## config.mk

```make
export PLATFORM = sky130hd
export DESIGN_NAME = sun_pll_fcnt_flat
export DESIGN_NICKNAME = d
export VERILOG_FILES = /design/src/rtl/sun_pll_fcnt_if.sv /design/src/rtl/sun_pll_fcnt.sv /design/src/flat_wrapper.sv
export SDC_FILE = /design/constraint.sdc
export NUM_CORES = 1
export LEC_CHECK = 0
export CAP_MARGIN = 30
export CORE_UTILIZATION = 51
export CTS_CLUSTER_DIAMETER = 60
export DETAILED_ROUTE_END_ITERATION = 8
export GPL_ROUTABILITY_DRIVEN = 0
export PLACE_DENSITY_LB_ADDON = 0.08
export SLEW_MARGIN = 15
export SYNTH_ARGS = -nofsm -noshare
export SYNTH_HDL_FRONTEND = slang
export SYNTH_SLANG_ARGS = --single-unit
```

## constraint.sdc

```tcl
create_clock -name CK -period 3 [get_ports CK]
set_clock_uncertainty 0.15 [all_clocks]
set_input_delay 0.3 -clock CK [delete_from_list [all_inputs] [get_ports CK]]
set_output_delay 0.3 -clock CK [all_outputs]
set_load 0.01 [all_outputs]
```

## src/rtl/sun_pll_fcnt_if.sv

```systemverilog
// Control and result signals of the PLL frequency counter / lock detector.
// The driver of EN/REF/TARGET/TOL takes master; the counter takes slave.
interface sun_pll_fcnt_if #(
   parameter int WIDTH = 12
);
   logic             EN;
   logic             REF;
   logic [WIDTH-1:0] TARGET;
   logic [WIDTH-1:0] TOL;
   logic [WIDTH-1:0] CNT;
   logic             VALID;
   logic             UP;
   logic             DN;
   logic             LOCK;

   modport master (output EN, REF, TARGET, TOL, input CNT, VALID, UP, DN, LOCK);
   modport slave  (input EN, REF, TARGET, TOL, output CNT, VALID, UP, DN, LOCK);
endinterface

```

## src/rtl/sun_pll_fcnt.sv

```systemverilog
// Counts CK cycles between REF rising edges and steers the VDD_ROSC loop.
// The first REF edge after enabling only arms the counter; every later edge reports.
module sun_pll_fcnt #(
   parameter int WIDTH = 12,
   parameter int LOCKN = 4
) (
   input  logic          CK,
   input  logic          RSTN,
   sun_pll_fcnt_if.slave bus
);
   typedef enum logic [1:0] {IDLE, ARM, MEAS} state_t;

   localparam logic [WIDTH-1:0] MAX     = '1;
   localparam logic [WIDTH:0]   MAX_EXT = {1'b0, MAX};
   localparam logic [4:0]       LOCKN_V = 5'(LOCKN);

   state_t           state, state_nxt;
   logic             s1, s2, s3;
   logic             evt;
   logic [WIDTH-1:0] cnt, cnt_nxt, cnt_inc;
   logic [3:0]       run, run_nxt;
   logic [4:0]       run_inc;
   logic [WIDTH-1:0] cnt_o, cnt_o_nxt;
   logic             valid, valid_nxt;
   logic             up, up_nxt;
   logic             dn, dn_nxt;
   logic             lock, lock_nxt;
   logic [WIDTH:0]   lo, hi, sum, m_ext;
   logic             sat, up_c, dn_c, in_win;

   // REF is asynchronous; only s2/s3 are trusted for edge detection
   always_ff @(posedge CK or negedge RSTN) begin
      if (!RSTN) begin
         s1 <= 1'b0;
         s2 <= 1'b0;
         s3 <= 1'b0;
      end else begin
         s1 <= bus.REF;
         s2 <= s1;
         s3 <= s2;
      end
   end

   assign evt     = s2 & ~s3;
   assign cnt_inc = (cnt == MAX) ? MAX : cnt + 1'b1;

   // Window bounds at WIDTH+1 bits, clamped instead of wrapping
   assign sum    = {1'b0, bus.TARGET} + {1'b0, bus.TOL};
   assign lo     = (bus.TARGET >= bus.TOL) ? {1'b0, bus.TARGET - bus.TOL} : '0;
   assign hi     = (sum > MAX_EXT) ? MAX_EXT : sum;
   assign m_ext  = {1'b0, cnt_inc};
   assign sat    = (cnt_inc == MAX);
   assign up_c   = (m_ext < lo) & ~sat;
   assign dn_c   = (m_ext > hi) | sat;
   assign in_win = ~up_c & ~dn_c;
   assign run_inc = {1'b0, run} + 5'd1;

   always_comb begin
      state_nxt = state;
      cnt_nxt   = cnt;
      run_nxt   = run;
      cnt_o_nxt = cnt_o;
      valid_nxt = 1'b0;
      up_nxt    = up;
      dn_nxt    = dn;
      lock_nxt  = lock;
      if (!bus.EN || state == IDLE) begin
         state_nxt = bus.EN ? ARM : IDLE;
         cnt_nxt   = '0;
         run_nxt   = '0;
         cnt_o_nxt = '0;
         up_nxt    = 1'b0;
         dn_nxt    = 1'b0;
         lock_nxt  = 1'b0;
      end else begin
         case (state)
            ARM: begin
               if (evt) begin
                  cnt_nxt   = '0;
                  state_nxt = MEAS;
               end
            end
            MEAS: begin
               if (evt) begin
                  cnt_o_nxt = cnt_inc;
                  valid_nxt = 1'b1;
                  cnt_nxt   = '0;
                  up_nxt    = up_c;
                  dn_nxt    = dn_c;
                  if (in_win) begin
                     run_nxt  = (run_inc > LOCKN_V) ? LOCKN_V[3:0] : run_inc[3:0];
                     lock_nxt = (run_inc >= LOCKN_V);
                  end else begin
                     run_nxt  = '0;
                     lock_nxt = 1'b0;
                  end
               end else begin
                  cnt_nxt = cnt_inc;
               end
            end
            default: state_nxt = IDLE;
         endcase
      end
   end

   always_ff @(posedge CK or negedge RSTN) begin
      if (!RSTN) begin
         state <= IDLE;
         cnt   <= '0;
         run   <= '0;
         cnt_o <= '0;
         valid <= 1'b0;
         up    <= 1'b0;
         dn    <= 1'b0;
         lock  <= 1'b0;
      end else begin
         state <= state_nxt;
         cnt   <= cnt_nxt;
         run   <= run_nxt;
         cnt_o <= cnt_o_nxt;
         valid <= valid_nxt;
         up    <= up_nxt;
         dn    <= dn_nxt;
         lock  <= lock_nxt;
      end
   end

   assign bus.CNT   = cnt_o;
   assign bus.VALID = valid;
   assign bus.UP    = up;
   assign bus.DN    = dn;
   assign bus.LOCK  = lock;
endmodule

```

## src/flat_wrapper.sv

```systemverilog
// flat-port wrapper written by rule: the top's interface ports become plain ports
module sun_pll_fcnt_flat 
#(
   parameter int WIDTH = 12,
   parameter int LOCKN = 4
)
  (CK, RSTN, bus_EN, bus_REF, bus_TARGET, bus_TOL, bus_CNT, bus_VALID, bus_UP, bus_DN, bus_LOCK);
  sun_pll_fcnt_if #(.WIDTH(WIDTH)) bus_i ();
  input  logic CK;
  input  logic RSTN;
  input wire logic [$bits(bus_i.EN)-1:0] bus_EN;
  input wire logic [$bits(bus_i.REF)-1:0] bus_REF;
  input wire logic [$bits(bus_i.TARGET)-1:0] bus_TARGET;
  input wire logic [$bits(bus_i.TOL)-1:0] bus_TOL;
  output wire logic [$bits(bus_i.CNT)-1:0] bus_CNT;
  output wire logic [$bits(bus_i.VALID)-1:0] bus_VALID;
  output wire logic [$bits(bus_i.UP)-1:0] bus_UP;
  output wire logic [$bits(bus_i.DN)-1:0] bus_DN;
  output wire logic [$bits(bus_i.LOCK)-1:0] bus_LOCK;
  assign bus_i.EN = bus_EN;
  assign bus_i.REF = bus_REF;
  assign bus_i.TARGET = bus_TARGET;
  assign bus_i.TOL = bus_TOL;
  assign bus_CNT = bus_i.CNT;
  assign bus_VALID = bus_i.VALID;
  assign bus_UP = bus_i.UP;
  assign bus_DN = bus_i.DN;
  assign bus_LOCK = bus_i.LOCK;
  sun_pll_fcnt #(.WIDTH(WIDTH), .LOCKN(LOCKN)) u_core (.CK(CK), .RSTN(RSTN), .bus(bus_i));
endmodule
```

== Yosys cells after proc, flatten, opt, wreduce, memory -nomap -nowiden ==
Cells that the tools add are included.
Operators by class
  $add $sub $neg: 4
  $mul: 0
  divide/modulo/power cells: 0
  $lt $le $gt $ge: 6
  equal/unequal tests: 6
  shift-type cells: 0
  mux-type cells: 32
  bitwise gates (word level): 8
  reduce and logical (&&, ||, !) cells: 9
Operator list (number)
  two-way mux 12 bit: 8
  == test 12 bit (second input constant): 2
  case mux 12 bit (2 select lines): 1
  two-way mux 4 bit: 5
  two-way mux 1 bit: 14
  adder 12 x 12 -> 13 bit: 1
  greater-than comparator 12 x 13 -> 1 bit: 1
  greater-than comparator 13 x 12 -> 1 bit (second input constant): 1
  less-than comparator 12 x 13 -> 1 bit: 1
  two-way mux 13 bit: 1
  adder 12 x 1 -> 12 bit (second input constant): 1
  greater-or-equal comparator 12 bit: 1
  subtractor 12 bit: 1
  AND reduction 2 bit: 3
  adder 4 x 1 -> 5 bit (second input constant): 1
  greater-or-equal comparator 5 x 3 -> 1 bit (second input constant): 1
  greater-than comparator 5 x 3 -> 1 bit (second input constant): 1
  two-way mux 2 bit: 2
  NOT 1 bit: 4
  case mux 2 bit (2 select lines): 1
  nonzero test 2 bit: 2
  AND 1 bit: 3
  inequality test 3 x 1 -> 1 bit (second input constant): 1
  nonzero test 3 bit: 1
  other kinds (7): 7
Word-level totals
  register bits after elaboration: 37
  latch bits: 0
  bits in writable memories: 0
  bits in read-only memories: 0
  output and inout bits: 16
  word-level logic and storage cells: 76
  memories: 0

== Depth between registers and ports, before layout ==
Gate-level depths: netlist (run 1).
  word-level depth: 11
  depth in mapped cells: 19
  depth with buffers taken out: 19

== Worst setup path before layout (run 1) ==
No wires, ideal clock.
  path type: input -> register
  start point: input port bus_TOL[0]
  end point: register u_core.run[1]
  arrival: 3.544 ns
  data required time: 2.781 ns
  setup slack: -0.762 ns
  cell stages on the path: 16
  cell sequence: ha_1 > inv_1 > fa_1 > o21bai_1 > a21oi_1 > o311ai_0 > a31oi_1 > a21oi_2 > nor2_1 > ha_1 > a21o_1 > a21o_1 > a2111oi_0 > a211oi_1 > nor3_2 > a32o_1
Between the ends
  longest elaborated chain between the ends: 11
Ends and longest elaborated chain
  start, declared: RTL line flat_wrapper.sv:14  | input wire logic [$bits(bus_i.TOL)-1:0] bus_TOL;
  adder 12 x 12 -> 13 bit: RTL line sun_pll_fcnt.sv:48  | assign sum = {1'b0, bus.TARGET} + {1'b0, bus.TOL};
  greater-than comparator 13 x 12 -> 1 bit: RTL line sun_pll_fcnt.sv:50  | assign hi = (sum > MAX_EXT) ? MAX_EXT : sum;
  two-way mux 13 bit: RTL line sun_pll_fcnt.sv:50
  greater-than comparator 12 x 13 -> 1 bit: RTL line sun_pll_fcnt.sv:54  | assign dn_c = (m_ext > hi) | sat;
  bitwise OR 1 bit: RTL line sun_pll_fcnt.sv:54
  NOT 1 bit: RTL line sun_pll_fcnt.sv:55  | assign in_win = ~up_c & ~dn_c;
  AND 1 bit *: RTL line sun_pll_fcnt.sv:55
  two-way mux 4 bit *: RTL line sun_pll_fcnt.sv:90  | if (in_win) begin
  two-way mux 4 bit *: RTL line sun_pll_fcnt.sv:84  | if (evt) begin
  two-way mux 4 bit *: RTL line sun_pll_fcnt.sv:76  | case (state)
  two-way mux 4 bit *: RTL line sun_pll_fcnt.sv:67  | if (!bus.EN || state == IDLE) begin
  end signal, assigned: RTL line sun_pll_fcnt.sv:119  | run <= run_nxt;
  end, declared: RTL line sun_pll_fcnt.sv:21  | logic [3:0] run, run_nxt;
Mark *: on every way between the ends. The rest lies on a longest branch, timed or not. The select of a mux whose other input is x is not followed.
A chain may end at the register's enable or synchronous reset.

== Final worst setup path (run 1) ==
  start point: input port bus_TOL[0]
  end point: register u_core.run[2]
Same word-level chain as after synthesis.

==> results of run 1 <==
-- cell families (layout without fill, tap and decap cells) --
kind of cell             Yosys count  count (layout)  share of synthesized area, %
adder cells (fa/ha/maj)           55              55                          19.9
buffers and inverters             49             204                          5.78
AO/OA/AOI/OAI                    109             109                          21.8
AND/OR/NAND/NOR                  143             143                          21.0
multiplexers                       3               3                          1.03
XOR/XNOR                          17              17                          4.22
flip-flops                        37              37                          26.3
-- repair_timing --
item                                   CTS  global route
pin swaps                               41            56
setup buffers                           14            11
hold buffers                             1             0
endpoints found under the hold margin   37             0
resized for setup                       98            78
cloned                                   0             0
setup endpoints to repair                6             6
-- per-stage QoR --
stage,power [uW],hold WS (ns)
2_1_floorplan,815,-0.146
3_3_place_gp,1020,0.184
3_5_place_dp,1040,0.192
4_1_cts,1500,0.209
5_1_grt,1760,0.222
6_report,1700,0.208
-- layer usage --
metal | global-route usage, % | share of wire [%] | wire length (um) | vias up
met4 | 10.6 | 6.5 | 870 | 0
met1 | 33.6 | 38 | 5050 | 1891
li1 | - | - | - | 1789
met5 | 0 | 0 | 0 | -
met3 | 3.21 | 6.1 | 812 | 91
met2 | 52.1 | 50 | 6640 | 262
-- final cells by class --
class | count | area (um^2)
timing repair buffer | 161 | 1370
clock buffer | 7 | 96.3
sequential | 37 | 926
fill | 277 | 858
inverter | 35 | 139
tap | 77 | 96.3
clock inverter | 1 | 5.00
multi-input combinational | 327 | 3000
-- registers in the layout, summed over array words and instances, names as in the netlist, 2 cells and up --
name            count
u_core.run          4
u_core.cnt         12
u_core.bus.CNT     12
u_core.state        2
-- cells in the mapped netlist (all sizes together) (3+ instances only) --
cell type and number:
a2111oi 3, a21o 6, a21oi 25, a22o 17, a31oi 3, and2 4
buf 4, clkbuf 10, dfrtp 37, ha 53, inv 34, nand2 45
nand2b 9, nand3 13, nand3b 3, nand4 6, nand4b 3, nor2 24
nor2b 9, nor3 17, o211ai 4, o21a 5, o21ai 22, o21bai 4
o31ai 5, xnor2 9, xor2 8
-- power by group --
| group | internal, uW | switching [uW] |
|---|---|---|
| clock | 208 | 173 |
| sequential | 502 | 2.10 |
| combinational | 391 | 425 |
-- worst min path at each step --
stage / from / to / slack, ns / cells after the start
global route: u_core.s1 / u_core.s2 / 0.22 / 0
detailed placement: u_core.s1 / u_core.s2 / 0.19 / 0
CTS: u_core.s1 / u_core.s2 / 0.21 / 0
floorplan: RSTN / u_core.bus.CNT[0] / -0.15 / 0
global placement: u_core.s1 / u_core.s2 / 0.18 / 0
finish: u_core.s1 / u_core.s2 / 0.21 / 0
==> flow_summary.yaml, run 1 <==
place:
  dp_hpwl_um: 7220
  dp.cells: 613
  placed_area_um2: 4730
  io_buffers: 43
  place_ws_ns: -1.26
floorplan:
  dieArea_um2: 7250
  rows: 29
  ios: 44
  die_w_um: 85.1
  start_util_pct: 54.3
  core_um2: 6490
  die_y_um: 85.1
detailed_routing:
  drc: 0
  wirelength_um: 13400
  viasPerCell: 6.25
  antenna_left: 0
  drt-wirelength-per-cell_um: 20.7
  via_count: 4033
  firstDrtPassIters: 5
  drt_iter0_drc: 308
critical_path:
  r2r_start: "u_core.cnt[0]"
  path_cells: "buf_8 > ha_4 > inv_2 > fa_2 > o21bai_1 > a21oi_2 > o311ai_4 > a31oi_4 > a21oi_4 > inv_1 > and2_1 > ha_4 > a21oi_2 > o21ai_1 > o31ai_2 > a211oi_2 > nor3_2 > a22o_1"
  worst-r2r-setup-slack_ns: -0.33
  reg2reg_depth: 13
  cp.depth: 18
  startpoint: "bus_TOL[0]"
  required_ns: 3.08
  crit_fanout: 5
  criticalPathCategory: "input pin to flop"
  cp-start-kind: "input pin"
  end_kind: "flop"
  cp.buffers_inverters: 3
  cp_data_arrival_time_ns: 3.73
  worst_path_max_delay_cell: "o311ai_4"
  path_delay_family: "compound AO/OA/AOI/OAI gates"
  critPathCapture: "u_core.run[2]"
  r2r_end: "u_core.run[2]"
  cpPeakStageDelay_ns: 0.35
final_layout:
  antenna_cells: 0
  area_growth_pct: 59.9
  final_common_cell: "buf_4"
  finish.utilization_pct: 86.8
  final_cell_area_um2: 5640
  drive_gt1_share_pct: 41.0
  final_cell_mix: "buf_4 (104), nand2_1 (42), dfrtp_1 (37)"
  layout.nets: 650
  instances_no_fill: 645
timing:
  max_freq_mhz: 274
  worst_slew_pin_slew_ns: 0.796
  period_needed_ns: 3.65
  rsz0062_at_grt: "yes"
  relSlewSlack_pct: 47.0
  setup_viol: 6
  fin_ws_ns: -0.651
  fin_crit_sh_pct: 122
  drv_slew: 0
  timing_hold_violations_final: 0
  tns_ns: -3.55
clock_tree:
  clk_latency_ns: 0.29
  clock_sinks: 37
  path_clk_slew_ns: 0.07
  clockBufferDepth: 2
  root_buffer: "clkbuf_8"
  cts_tree: "done"
  htreeDepth: 2
  numCtsBuffers: 5
grt:
  grt_use_total_pct: 28.2
  grt_pass1_vias: 3667
  grt_max_degree: 38
  grt_antenna_before_repair: 0
  grt_pass1_wl_um: 16500
  overflow: 0
synth:
  avgSynthCellArea_um2: 8.54
  synth_enable_flop_cells: 0
  ys.flop_type: "dfrtp_1"
  ys_ff_latch: 37
  synth_area_um2: 3530
  async_flop_share_pct: 100
  yosysTopAreaCell: "dfrtp_1"
  synth_seq_area_share_pct: 26.3
  synth_top_cell_area_share_pct: 26.3
  synth.area.top_cells: "dfrtp_1 (26%), ha_1 (19%), nand2_1 (4.7%)"
  syn_nets: 496
  syn_inst: 413
  yosysWarnings: 0
  yosysUniqueCellTypes: 60
pwr:
  p_leak_uw: 0.00266
  p_per_area_nw_per_um2: 302
  peakVddDrop_mv: 0.168
worst_hold_path:
  hold_class: "flop to flop"
run_status:
  violations: "negative setup slack"
  status: "finished with violations"
run:
  max_cap_violations: 0
No activity file was read; power rests on OpenSTA's default activity.
==> run 2: changes to the inputs <==
--- a/config.mk
+++ b/config.mk
@@ -6,11 +6,14 @@
 export NUM_CORES = 1
 export LEC_CHECK = 0
 export CAP_MARGIN = 30
-export CORE_UTILIZATION = 51
+export CELL_PAD_IN_SITES_DETAIL_PLACEMENT = 1
+export CELL_PAD_IN_SITES_GLOBAL_PLACEMENT = 1
+export CORE_UTILIZATION = 39
 export CTS_CLUSTER_DIAMETER = 60
 export DETAILED_ROUTE_END_ITERATION = 8
 export GPL_ROUTABILITY_DRIVEN = 0
 export PLACE_DENSITY_LB_ADDON = 0.08
+export REMOVE_ABC_BUFFERS = 1
 export SLEW_MARGIN = 15
 export SYNTH_ARGS = -nofsm -noshare
 export SYNTH_HDL_FRONTEND = slang
==> flow_summary.yaml, run 2 (same netlist as run 1, synthesis figures left out) <==
grt:
  busiest_layer: "met2"
  grt_antenna_before_repair: 0
  use_met3_pct: 2.16
  grt_pass1_vias: 4230
  grtUsageMet2_pct: 50.3
  grt_max_degree: 38
  globalRouteMet1Util_pct: 29.2
  overflow: 0
  grt_use_total_pct: 26.6
  grt_pass1_wl_um: 20300
pwr:
  p_leak_uw: 0.00265
  peakVddDrop_mv: 0.175
  p_per_area_nw_per_um2: 300
critical_path:
  cpPeakStageDelay_ns: 0.44
  worst_path_max_delay_cell: "o41a_1"
  worst-r2r-setup-slack_ns: -0.23
  cp-start-kind: "input pin"
  cp_data_arrival_time_ns: 3.84
  required_ns: 3.08
  cp.depth: 16
  path_cells: "buf_8 > buf_6 > ha_4 > nor2b_2 > o21bai_2 > a221oi_2 > o41a_1 > a221oi_2 > nand3b_1 > a311oi_2 > ha_1 > a21o_1 > a2111oi_4 > a211oi_4 > nor3_4 > a32o_1"
  reg2reg_depth: 14
  criticalPathCategory: "input pin to flop"
  cp_common_cell: "a221oi_2"
  path_delay_family: "compound AO/OA/AOI/OAI gates"
  cp.buffers_inverters: 2
  crit_fanout: 4
  end_kind: "flop"
timing:
  period_needed_ns: 3.76
  relSlewSlack_pct: 45.5
  worst_slew_pin_slew_ns: 0.817
  timing_hold_violations_final: 0
  fin_ws_ns: -0.761
  drv_slew: 0
  setup_viol: 6
  fin_crit_sh_pct: 125
  tns_ns: -4.38
  rsz0062_at_grt: "yes"
  max_freq_mhz: 266
clock_tree:
  clk_latency_ns: 0.29
  root_buffer: "clkbuf_8"
  path_clk_slew_ns: 0.07
  clock_sinks: 37
  numCtsBuffers: 5
  clockBufferDepth: 2
  htreeDepth: 2
  cts_tree: "done"
final_layout:
  drive_gt1_share_pct: 38.3
  final_common_cell: "buf_4"
  instances_no_fill: 683
  final_cell_area_um2: 5570
  area_growth_pct: 58.0
  antenna_cells: 0
  final_cell_mix: "buf_4 (120), nand2_1 (43), dfrtp_1 (37)"
  layout.nets: 657
  fillerInstances: 979
detailed_routing:
  drt_iter0_drc: 91
  firstDrtPassIters: 4
  drc: 0
  drt-wirelength-per-cell_um: 20.4
  via_count: 3865
  viasPerCell: 5.66
  antenna_left: 0
  wirelength_um: 13900
worst_hold_path:
  hold_class: "flop to flop"
  hold_path_depth: 0
place:
  io_buffers: 43
  placed_area_um2: 4790
  dp_hpwl_um: 8560
  dp.cells: 654
floorplan:
  dieArea_um2: 9420
  ios: 44
  core_um2: 8720
  start_util_pct: 40.4
  die_w_um: 97.1
  rows: 34
  die_y_um: 97.1
run_status:
  status: "finished with violations"
  violations: "negative setup slack"
run:
  max_cap_violations: 0
==> run 2: final cells by class <==
| cell class | count | area [um^2] | area share (%) |
|---|---|---|---|
| multi-input combinational | 327 | 2900 | 52.0 |
| timing repair buffer | 168 | 1380 | 24.7 |
| sequential | 37 | 926 | 16.6 |
| tap | 108 | 135 | 2.43 |
| inverter | 35 | 131 | 2.36 |
| clock buffer | 7 | 96.3 | 1.73 |
| clock inverter | 1 | 5.00 | 0.0898 |
==> run 2: final timing paths <==
| check | endpoint | startpoint |
|---|---|---|
| setup / recovery | u_core.run[1] | bus_TARGET[1] |
| hold / removal | u_core.s2 | u_core.s1 |
| setup reg to reg | u_core.run[1] | u_core.cnt[0] |
| hold reg to reg | u_core.s2 | u_core.s1 |
| max in group asynchronous | u_core.bus.CNT[8] | RSTN |
| min in group asynchronous | u_core.bus.CNT[1] | RSTN |
==> run 2: through the flow <==
stage	setup WS (ns)	power (uW)	hold WS, ns	utilization (%)
finish	-0.761	1670	0.222	63.9
global route	-0.873	1750	0.245	63.9
CTS	-0.681	1530	0.222	60.2
detailed placement	-1.74	1060	0.197	55.0
global placement	-1.58	1040	0.186	55.0
floorplan	-0.765	800	-0.146	-
==> run 2: timing repair <==
item,in CTS,in global routing
hold buffers,1,0
buffers inserted,14,9
pin swaps,29,41
endpoints found under the hold margin,37,0
resized for setup,72,66
endpoints found under the setup margin,6,6
==> run 2: worst reg2reg max path, cell delays in order, from the launching register on <==
cell	delay, ns
dfrtp_1	0.36
ha_1	0.19
nand3_1	0.11
or4_4	0.61
o21ai_0	0.12
a21oi_1	0.10
inv_1	0.14
ha_4	0.15
nand4_1	0.10
nor2_2	0.20
o21ai_2	0.08
a41oi_2	0.31
nor3_4	0.09
nor3_4	0.26
a32o_1	0.20
==> run 2: power breakdown <==
part           internal, uW  total (uW)  switching, uW
combinational           373         784            411
sequential              502         504           1.79
clock                   208         384            176
==> run 2: metal layers <==
metal	up-vias	part of all wire (%)
met1	1922	38
met4	0	5.0
met5	-	0
li1	1789	-
met2	104	54
met3	50	2.4
